File: src/rtl/amt_pkg.sv
// Shared helpers for the architectural map table (AMT).
// - amtState_e : recovery walk states.
// - log2       : index width for a count, never less than 1 bit.
// - laneLsb    : LSB offset of lane 'lane' in a flat bus of w-bit lanes.
// - numGroups  : number of recovery cycles for n entries at rw per cycle.
package amt_pkg;

  typedef enum logic [1:0] {
    IDLE = 2'd0,
    WALK = 2'd1,
    DONE = 2'd2
  } amtState_e;

  function automatic int log2(input int n);
    return (n <= 2) ? 1 : $clog2(n);
  endfunction

  function automatic int laneLsb(input int lane, input int w);
    return lane * w;
  endfunction

  function automatic int numGroups(input int n, input int rw);
    return (n + rw - 1) / rw;
  endfunction

endpackage

File: src/rtl/arch_map_table_param_if.sv
// Commit / release / recovery bus of the AMT.
// master : ActiveList side (drives commits and recoverReq_i).
// slave  : the AMT (drives release and recovery streams).
// Flat buses pack lane k at bits [k*W +: W].
interface arch_map_table_param_if #(
  parameter int COMMIT_WIDTH  = 4,
  parameter int NUM_LOG_REGS  = 34,
  parameter int PHYS_W        = 7,
  parameter int RECOVER_WIDTH = 4
);
  localparam int LOG_W = amt_pkg::log2(NUM_LOG_REGS);

  logic [COMMIT_WIDTH-1:0]         commitValid_i;
  logic [COMMIT_WIDTH*LOG_W-1:0]   commitLog_i;
  logic [COMMIT_WIDTH*PHYS_W-1:0]  commitPhys_i;
  logic                            recoverReq_i;
  logic [COMMIT_WIDTH-1:0]         releasedValid_o;
  logic [COMMIT_WIDTH*PHYS_W-1:0]  releasedPhys_o;
  logic                            recoverBusy_o;
  logic [RECOVER_WIDTH-1:0]        recoverValid_o;
  logic [RECOVER_WIDTH*LOG_W-1:0]  recoverLog_o;
  logic [RECOVER_WIDTH*PHYS_W-1:0] recoverPhys_o;
  logic                            recoverDone_o;
  logic                            commitDropped_o;

  modport master (
    output commitValid_i, commitLog_i, commitPhys_i, recoverReq_i,
    input  releasedValid_o, releasedPhys_o, recoverBusy_o, recoverValid_o,
           recoverLog_o, recoverPhys_o, recoverDone_o, commitDropped_o
  );

  modport slave (
    input  commitValid_i, commitLog_i, commitPhys_i, recoverReq_i,
    output releasedValid_o, releasedPhys_o, recoverBusy_o, recoverValid_o,
           recoverLog_o, recoverPhys_o, recoverDone_o, commitDropped_o
  );
endinterface

File: src/rtl/amt_waw_squash.sv
// Write-after-write squash within one commit group (combinational).
// Lane k is squashed when it is valid and a younger valid lane j > k
// targets the same logical register; only the youngest write survives.
//   commitValid : per-lane valid
//   commitLog   : flat logical destinations, LOG_W bits per lane
//   squash      : per-lane squash flag
module amt_waw_squash
  import amt_pkg::*;
#(
  parameter int COMMIT_WIDTH = 4,
  parameter int LOG_W        = 6
) (
  input  logic [COMMIT_WIDTH-1:0]       commitValid,
  input  logic [COMMIT_WIDTH*LOG_W-1:0] commitLog,
  output logic [COMMIT_WIDTH-1:0]       squash
);

  always_comb begin
    squash = '0;
    for (int k = 0; k < COMMIT_WIDTH; k++) begin
      for (int j = k + 1; j < COMMIT_WIDTH; j++) begin
        if (commitValid[k] && commitValid[j] &&
            commitLog[laneLsb(k, LOG_W) +: LOG_W] == commitLog[laneLsb(j, LOG_W) +: LOG_W])
          squash[k] = 1'b1;
      end
    end
  end

endmodule

File: src/rtl/arch_map_table_param.sv
// Parametrised architectural map table.
// Commit (IDLE only): records the youngest logical->physical mapping per
// logical register and returns the superseded tag one cycle later.
// Recovery: on recoverReq_i walks the table RECOVER_WIDTH entries per
// cycle (busy), then pulses done for one cycle.
//   clk, reset (async, active low)
//   amtIf : slave side of arch_map_table_param_if
module arch_map_table_param
  import amt_pkg::*;
#(
  parameter int COMMIT_WIDTH  = 4,
  parameter int NUM_LOG_REGS  = 34,
  parameter int PHYS_W        = 7,
  parameter int RECOVER_WIDTH = 4
) (
  input logic                   clk,
  input logic                   reset,
  arch_map_table_param_if.slave amtIf
);

  localparam int LOG_W = log2(NUM_LOG_REGS);
  // Wide enough for the pointer one group past the last entry.
  localparam int PTR_W = log2(NUM_LOG_REGS + RECOVER_WIDTH + 1);

  amtState_e state, nextState;
  logic [PTR_W-1:0] ptr, nextPtr;

  logic [NUM_LOG_REGS-1:0][PHYS_W-1:0]  tbl;
  logic [COMMIT_WIDTH-1:0]              squash, inRange, wrEn;
  logic [COMMIT_WIDTH-1:0][LOG_W-1:0]   cLog;
  logic [COMMIT_WIDTH-1:0][PHYS_W-1:0]  cPhys, rdPhys, relPhysD, relPhysQ;
  logic [COMMIT_WIDTH-1:0]              relValidQ;
  logic                                 droppedQ;
  logic                                 commitEn;

  logic [RECOVER_WIDTH-1:0]             recValid;
  logic [RECOVER_WIDTH-1:0][LOG_W-1:0]  recLog;
  logic [RECOVER_WIDTH-1:0][PHYS_W-1:0] recPhys;

  assign commitEn = (state == IDLE);

  amt_waw_squash #(
    .COMMIT_WIDTH(COMMIT_WIDTH),
    .LOG_W       (LOG_W)
  ) uSquash (
    .commitValid(amtIf.commitValid_i),
    .commitLog  (amtIf.commitLog_i),
    .squash     (squash)
  );

  // Per commit lane: read the old mapping before this cycle's writes.
  for (genvar k = 0; k < COMMIT_WIDTH; k++) begin : gLane
    assign cLog[k]    = amtIf.commitLog_i[laneLsb(k, LOG_W) +: LOG_W];
    assign cPhys[k]   = amtIf.commitPhys_i[laneLsb(k, PHYS_W) +: PHYS_W];
    assign inRange[k] = int'(cLog[k]) < NUM_LOG_REGS;
    assign rdPhys[k]  = inRange[k] ? tbl[cLog[k]] : '0;
    // A squashed lane never reached the table, so it frees its own tag.
    assign relPhysD[k] = !amtIf.commitValid_i[k] ? '0 :
                         squash[k]               ? cPhys[k] : rdPhys[k];
    assign wrEn[k] = commitEn && amtIf.commitValid_i[k] && !squash[k] && inRange[k];
  end

  // Surviving write addresses are unique, so lane order does not matter.
  always_ff @(posedge clk or negedge reset) begin
    if (!reset) begin
      for (int i = 0; i < NUM_LOG_REGS; i++) tbl[i] <= PHYS_W'(i);
    end else begin
      for (int k = 0; k < COMMIT_WIDTH; k++)
        if (wrEn[k]) tbl[cLog[k]] <= cPhys[k];
    end
  end

  always_ff @(posedge clk or negedge reset) begin
    if (!reset) begin
      relValidQ <= '0;
      relPhysQ  <= '0;
      droppedQ  <= 1'b0;
    end else begin
      relValidQ <= commitEn ? amtIf.commitValid_i : '0;
      relPhysQ  <= commitEn ? relPhysD : '0;
      droppedQ  <= !commitEn && (|amtIf.commitValid_i);
    end
  end

  always_ff @(posedge clk or negedge reset) begin
    if (!reset) begin
      state <= IDLE;
      ptr   <= '0;
    end else begin
      state <= nextState;
      ptr   <= nextPtr;
    end
  end

  always_comb begin
    nextState = state;
    nextPtr   = ptr;
    unique case (state)
      IDLE: if (amtIf.recoverReq_i) begin
        nextState = WALK;
        nextPtr   = '0;
      end
      WALK: begin
        nextPtr = ptr + PTR_W'(RECOVER_WIDTH);
        if (int'(ptr) + RECOVER_WIDTH >= NUM_LOG_REGS) nextState = DONE;
      end
      DONE:    nextState = IDLE;
      default: nextState = IDLE;
    endcase
  end

  // Recovery lanes read the table directly; lanes past the last entry of a
  // partial final group are invalid and driven to zero.
  for (genvar r = 0; r < RECOVER_WIDTH; r++) begin : gRec
    logic [31:0] idx;
    assign idx         = 32'(ptr) + 32'(r);
    assign recValid[r] = (state == WALK) && (idx < 32'(NUM_LOG_REGS));
    assign recLog[r]   = recValid[r] ? LOG_W'(idx) : '0;
    assign recPhys[r]  = recValid[r] ? tbl[LOG_W'(idx)] : '0;
  end

  assign amtIf.releasedValid_o = relValidQ;
  assign amtIf.releasedPhys_o  = relPhysQ;
  assign amtIf.commitDropped_o = droppedQ;
  assign amtIf.recoverBusy_o   = (state == WALK);
  assign amtIf.recoverDone_o   = (state == DONE);
  assign amtIf.recoverValid_o  = recValid;
  assign amtIf.recoverLog_o    = recLog;
  assign amtIf.recoverPhys_o   = recPhys;

endmodule

File: src/flat_wrapper.sv
// flat-port wrapper written by rule: the top's interface ports become plain ports
module arch_map_table_param_flat import amt_pkg::*;
#(
  parameter int COMMIT_WIDTH  = 4,
  parameter int NUM_LOG_REGS  = 34,
  parameter int PHYS_W        = 7,
  parameter int RECOVER_WIDTH = 4
)
  (clk, reset, amtIf_commitValid_i, amtIf_commitLog_i, amtIf_commitPhys_i, amtIf_recoverReq_i, amtIf_releasedValid_o, amtIf_releasedPhys_o, amtIf_recoverBusy_o, amtIf_recoverValid_o, amtIf_recoverLog_o, amtIf_recoverPhys_o, amtIf_recoverDone_o, amtIf_commitDropped_o);
  arch_map_table_param_if #(.COMMIT_WIDTH(COMMIT_WIDTH), .NUM_LOG_REGS(NUM_LOG_REGS), .PHYS_W(PHYS_W), .RECOVER_WIDTH(RECOVER_WIDTH)) amtIf_i ();
  input logic clk;
  input logic reset;
  input wire logic [$bits(amtIf_i.commitValid_i)-1:0] amtIf_commitValid_i;
  input wire logic [$bits(amtIf_i.commitLog_i)-1:0] amtIf_commitLog_i;
  input wire logic [$bits(amtIf_i.commitPhys_i)-1:0] amtIf_commitPhys_i;
  input wire logic [$bits(amtIf_i.recoverReq_i)-1:0] amtIf_recoverReq_i;
  output wire logic [$bits(amtIf_i.releasedValid_o)-1:0] amtIf_releasedValid_o;
  output wire logic [$bits(amtIf_i.releasedPhys_o)-1:0] amtIf_releasedPhys_o;
  output wire logic [$bits(amtIf_i.recoverBusy_o)-1:0] amtIf_recoverBusy_o;
  output wire logic [$bits(amtIf_i.recoverValid_o)-1:0] amtIf_recoverValid_o;
  output wire logic [$bits(amtIf_i.recoverLog_o)-1:0] amtIf_recoverLog_o;
  output wire logic [$bits(amtIf_i.recoverPhys_o)-1:0] amtIf_recoverPhys_o;
  output wire logic [$bits(amtIf_i.recoverDone_o)-1:0] amtIf_recoverDone_o;
  output wire logic [$bits(amtIf_i.commitDropped_o)-1:0] amtIf_commitDropped_o;
  assign amtIf_i.commitValid_i = amtIf_commitValid_i;
  assign amtIf_i.commitLog_i = amtIf_commitLog_i;
  assign amtIf_i.commitPhys_i = amtIf_commitPhys_i;
  assign amtIf_i.recoverReq_i = amtIf_recoverReq_i;
  assign amtIf_releasedValid_o = amtIf_i.releasedValid_o;
  assign amtIf_releasedPhys_o = amtIf_i.releasedPhys_o;
  assign amtIf_recoverBusy_o = amtIf_i.recoverBusy_o;
  assign amtIf_recoverValid_o = amtIf_i.recoverValid_o;
  assign amtIf_recoverLog_o = amtIf_i.recoverLog_o;
  assign amtIf_recoverPhys_o = amtIf_i.recoverPhys_o;
  assign amtIf_recoverDone_o = amtIf_i.recoverDone_o;
  assign amtIf_commitDropped_o = amtIf_i.commitDropped_o;
  arch_map_table_param #(.COMMIT_WIDTH(COMMIT_WIDTH), .NUM_LOG_REGS(NUM_LOG_REGS), .PHYS_W(PHYS_W), .RECOVER_WIDTH(RECOVER_WIDTH)) u_core (.clk(clk), .reset(reset), .amtIf(amtIf_i));
endmodule
File: config.mk
export PLATFORM = sky130hd
export DESIGN_NAME = arch_map_table_param_flat
export DESIGN_NICKNAME = d
export VERILOG_FILES = /design/src/rtl/amt_pkg.sv /design/src/rtl/arch_map_table_param_if.sv /design/src/rtl/amt_waw_squash.sv /design/src/rtl/arch_map_table_param.sv /design/src/flat_wrapper.sv
export SDC_FILE = /design/constraint.sdc
export NUM_CORES = 2
export LEC_CHECK = 0
export ABC_AREA = 1
export CAP_MARGIN = 20
export CORE_ASPECT_RATIO = 1.75
export CORE_MARGIN = 2
export CORE_UTILIZATION = 35
export CTS_CLUSTER_DIAMETER = 50
export DETAILED_ROUTE_END_ITERATION = 8
export PLACE_DENSITY = 0.61
export SYNTH_ARGS = -nofsm -noshare
export SYNTH_HDL_FRONTEND = slang
export SYNTH_SLANG_ARGS = --single-unit
File: constraint.sdc
create_clock -name clk -period 2.76 [get_ports clk]
set_clock_uncertainty 0.15 [all_clocks]
set_input_delay 0.552 -clock clk [delete_from_list [all_inputs] [get_ports clk]]
set_output_delay 0.552 -clock clk [all_outputs]
set_load 0.02 [all_outputs]
==> results.toml, run 1 <==
[outcome]
error = "[ERROR GRT-0116] Global routing finished with congestion. Check the congestion regions in the DRC Viewer."
outcome = "aborted with a tool error"
lastStage = "global routing (5_1_grt)"

[global_route]
grt_pass1_wl_um = 478000
grtUsageTotal = 0.656
overflow = 124
grt_pass1_vias = 57095
grt_max_degree = 62

[yosys]
synth-warning-count = 0
avgSynthCellArea_um2 = 5.46
synth_seq_cells = 277
syn_area_um2 = 35300
netlist_instances = 6456
ys_seq_area_frac = 0.199
ys_types = 46

[cts]
cts-root-buf = "clkbuf_16"
htreeDepth = 2
numClockSinks = 277
cts_buffer_depth = 3
numCtsBuffers = 42

[place]
hpwl_um = 242000
io_buffers = 143
gp_congestion = 1.23

[floorplan]
start_util = 0.351
die_h_um = 424
io_pins = 150
row_count = 154
die_w_um = 244
[kinds of logic after synthesis]
group,Yosys count,share of synthesized area
AND/OR/NAND/NOR,3741,0.470
buffers and inverters,1364,0.157
AO/OA/AOI/OAI,1063,0.171
flip-flops,277,0.199
XOR/XNOR,7,0.00174
adder cells (fa/ha/maj),3,0.00106
other,1,0.000106
[repair_timing]
action                                  4_1_cts
gates resized for setup                     343
gates cloned                                  4
endpoints found under the setup margin       75
hold buffers                                  1
setup buffers                                26
pin swaps                                    33
hold endpoints to repair                     28
[cell usage after synthesis, drive strengths merged]
master	count	area share
nor4	1	0.00018
xnor2	5	0.0012
o2bb2ai	2	0.00050
a22oi	102	0.022
dfstp	83	0.062
or2	2	0.00035
buf	212	0.035
o32ai	1	0.00025
a22o	2	0.00050
o2111ai	7	0.0017
xor2	2	0.00050
nand2	1787	0.19
a21boi	1	0.00021
conb	1	0.00011
a2bb2oi	2	0.00050
ha	3	0.0011
o22ai	269	0.048
a32o	1	0.00028
nand3b	6	0.0013
inv	871	0.093
o21ai	204	0.029
nor3	31	0.0077
dfrtp	194	0.14
a21oi	450	0.064
nand4	603	0.12
nand3	113	0.016
o211ai	21	0.0045
a31oi	1	0.00018
clkinv	29	0.0031
nor2	1198	0.13
clkbuf	252	0.027
[per-layer routing]
layer / GRT overflow / track usage
met1: 0 / 0.674
met2: 66 / 0.889
met3: 0 / 0.380
met4: 58 / 0.675
met5: 0 / 0.0688
[stage by stage]
step                setup WS (ps)  hold slack (ps)  instances  TNS [ps]  area [um^2]
global placement            -1080              409       8731   -146520        48100
detailed placement          -1080              424       8731   -147300        48100
CTS                          -531              244       8838    -15460        50600
floorplan                   -84.8              106       6461     -1020        35400
==> run 2: changes to the inputs <==
Settings changed: CORE_ASPECT_RATIO 1.75 to not set, CORE_UTILIZATION 35 to 20, CTS_CLUSTER_DIAMETER 50 to not set, PLACE_DENSITY 0.61 to not set, PLACE_DENSITY_LB_ADDON set to 0.15.
Clock period 2.76 ns to 3.59 ns, I/O delays scaled along.
==> run 2 against run 1 <==
  * The flow now finishes, with violations (negative setup slack)
  * Area after synthesis stayed put
  * Synthesized cell count stayed put
==> results.toml, run 2 <==
[drt]
drtIter0Drc = 7346
vias_per_cell = 5.46
wl_per_cell_um = 34.0
num_vias = 50995
drc_errors = 0
routed_wl_um = 318000
drtAntennaViolNets = 0
first_pass_iters = 6

[cts]
clkLatencyLatePin_ps = 660
cts-root-buf = "clkbuf_16"
cts_buffer_depth = 3
cts_tree = "done"
path_clk_slew_ps = 70
numClockSinks = 277
numCtsBuffers = 43
htreeDepth = 2

[timing]
holdWs_ps = 403
layout_setup_ws_ps = -28.9
drv_slew = 0
worst_slew_pin_slew_ps = 1150
setup_tns_ps = -43.6
fin_crit_sh = 1.01
rsz0062_at_grt = "true"
fmax_ghz = 0.276
hold_viol_final = 0
slew-limit-headroom = 0.233
setup_violations = 3
period_minus_slack_ps = 3620

[floorplan]
start_util = 0.201
die_w_um = 424
die_h_um = 424
fp.dieArea_um2 = 180000
coreArea_um2 = 176000
io_pins = 150
row_count = 154

[min_path]
hp-start = "amtIf_commitPhys_i[22]"
min_delay_path_depth = 3
min_to = "u_core.tbl[22]"
hold_class = "in2reg"

[place]
io_buffers = 143
place_ws_ps = -234
gp_congestion = 1.12
hpwl_um = 231000
dp.cells = 9239

[yosys]
yosys.cell_count.top_type = "nand2_1"
ys_types = 46
synth-warning-count = 0
yosys-top-cells-count = "1781 x nand2_1, 1161 x nor2_1, 823 x inv_1"
ys_seq_area_frac = 0.199
synthAdderAreaFrac = 0.00106
netlist_instances = 6456
synth-edff-count = 0
synth_seq_cells = 277
async_flop_share = 1.00
synth_top_cell_area_share = 0.190
synthSimpleGateAreaFrac = 0.470
synth_xor_area_frac = 0.00174
synth_compound_area_frac = 0.171
yosysTopAreaCell = "nand2_1"
synth_mux_area_frac = 0
synth_top_family_by_area = "simple AND/OR/NAND/NOR gates"
syn_area_um2 = 35300
synth_area_leaders = "nand2_1 19%, dfrtp_1 14%, nor2_1 12%"
avgSynthCellArea_um2 = 5.46
synthFlopType = "dfrtp_1"

[global_route]
grtUsageTotal = 0.341
grt_pass1_vias = 46360
overflow = 0
antenna_found_initial = 18
grt_max_degree = 76
grt_pass1_wl_um = 421000

[outcome]
outcome = "finished, violations left"
violations = "negative setup slack"

[worst_setup_path]
reg2reg_slack_ps = 470
crit_type = "reg2out"
required_ps = 2720
cp_top_family = "compound AO/OA/AOI/OAI gates"
worstSetupStartpointType = "register"
critical_path_buf_inv_count = 3
r2r_end = "u_core.amtIf.releasedPhys_o[5]"
end_kind = "output port"
reg2reg_depth = 10
worstReg2RegStart = "u_core.tbl[117]"
slowest_stage = "dfrtp_2"
max_stage_delay_ps = 450
crit_chain = "buf_12 > buf_16 > o21ai_2 > o211ai_1 > nand3_1 > a21oi_4 > buf_6"
cp.arrival_ps = 2750
path_max_fanout = 24

[cells_and_area]
mostFrequentLayoutCell = "nand2_1"
drive_above_1_share = 0.171
syn_to_final_growth_pct = 33.3
top_register = "u_core.tbl"
layoutNonFillerInstCount = 9347
largest_reg_flops = 238
nNetsFinal = 7025
final_cell_mix = "1781 x nand2_1, 1156 x nor2_1, 820 x inv_1"

[pwr]
internal_power_uw = 12800
max-vdd-ir-drop_v = 0.000415
combPwrFrac = 0.583
p_seq_frac = 0.263
p_clk_frac = 0.153
p_leak_uw = 0.0230
power_uw = 30400
power.switching_uw = 17600
power_density_nw_per_um2 = 646
switching_share = 0.578

[job]
cap_violations = 0
run 2: cell counts after synthesis:
Identical to the previous run, type by type.
run 2: logic make-up after synthesis:
kind of cell | count (synthesis)
XOR/XNOR | 7
AND/OR/NAND/NOR | 3741
AO/OA/AOI/OAI | 1063
buffers and inverters | 1364
adder cells (fa/ha/maj) | 3
flip-flops | 277
other | 1
run 2: layout make-up:
cell class                      count  area (um^2)
Fill cell                       20131       129000
Multi-Input combinational cell   4820        23100
Timing Repair Buffer              921         9090
Sequential cell                   277         7040
Inverter                          900         3390
Tap cell                         2340         2930
Clock buffer                       67         1290
Clock inverter                     13          166
Antenna cell                        9         22.5
run 2: how the worst max path moves through the flow:
stage | startpoint | cells after the start | endpoint | slack (ps)
finish | u_core.ptr[3] | 7 | amtIf_recoverPhys_o[12] | -30
global route | u_core.ptr[3] | 7 | amtIf_recoverPhys_o[12] | -20
CTS | u_core.ptr[3] | 9 | amtIf_recoverPhys_o[16] | -30
detailed placement | amtIf_commitLog_i[2] | 14 | u_core.amtIf.releasedPhys_o[1] | -230
global placement | amtIf_commitLog_i[2] | 10 | u_core.amtIf.releasedPhys_o[1] | -230
floorplan | u_core.state[0] | 9 | amtIf_recoverPhys_o[14] | 150
run 2: worst register-to-register path: stages (launching register included):
cell	delay (ps)
dfrtp_1	510
buf_4	220
inv_1	380
o21ai_0	160
nand2_1	120
a21oi_1	70
o21ai_0	270
nand3_1	350
o21ai_0	480
buf_4	190
a21oi_1	80
run 2: what timing repair did:
| action | 4_1_cts | 5_1_grt |
|---|---|---|
| endpoints found under the setup margin | 37 | 24 |
| gates resized for setup | 78 | 34 |
| endpoints found under the hold margin | 2 | 0 |
| pin swaps | 5 | 11 |
| hold buffers | 1 | 0 |
| setup buffers | 11 | 0 |
| gates cloned | 7 | 0 |
run 2: power groups by stage:
| stage | combinational, uW | sequential (uW) | clock, uW |
|---|---|---|---|
| CTS | 16800 | 7710 | 4730 |
| detailed placement | 15900 | 7760 | 0 |
| floorplan | 7340 | 5600 | 0 |
| global route | 18100 | 7790 | 4810 |
| global placement | 16000 | 7790 | 0 |
| finish | 17700 | 8000 | 4660 |
run 2: layer usage:
layer,wire (um),part of all wire,GRT usage,vias to the layer above
li1,-,-,-,22047
met1,129000,0.41,0.442,24791
met2,131000,0.41,0.498,3299
met3,30700,0.097,0.0719,846
met4,27100,0.085,0.243,12
met5,85,0.00027,0,-
run 2: per-stage QoR:
step                utilization  cell area [um^2]
floorplan                     -             35300
global placement          0.255             44800
detailed placement        0.255             44800
CTS                       0.267             46900
global route              0.268             47000
finish                    0.268             47000
Note: power is estimated with default switching activity, not from simulation.
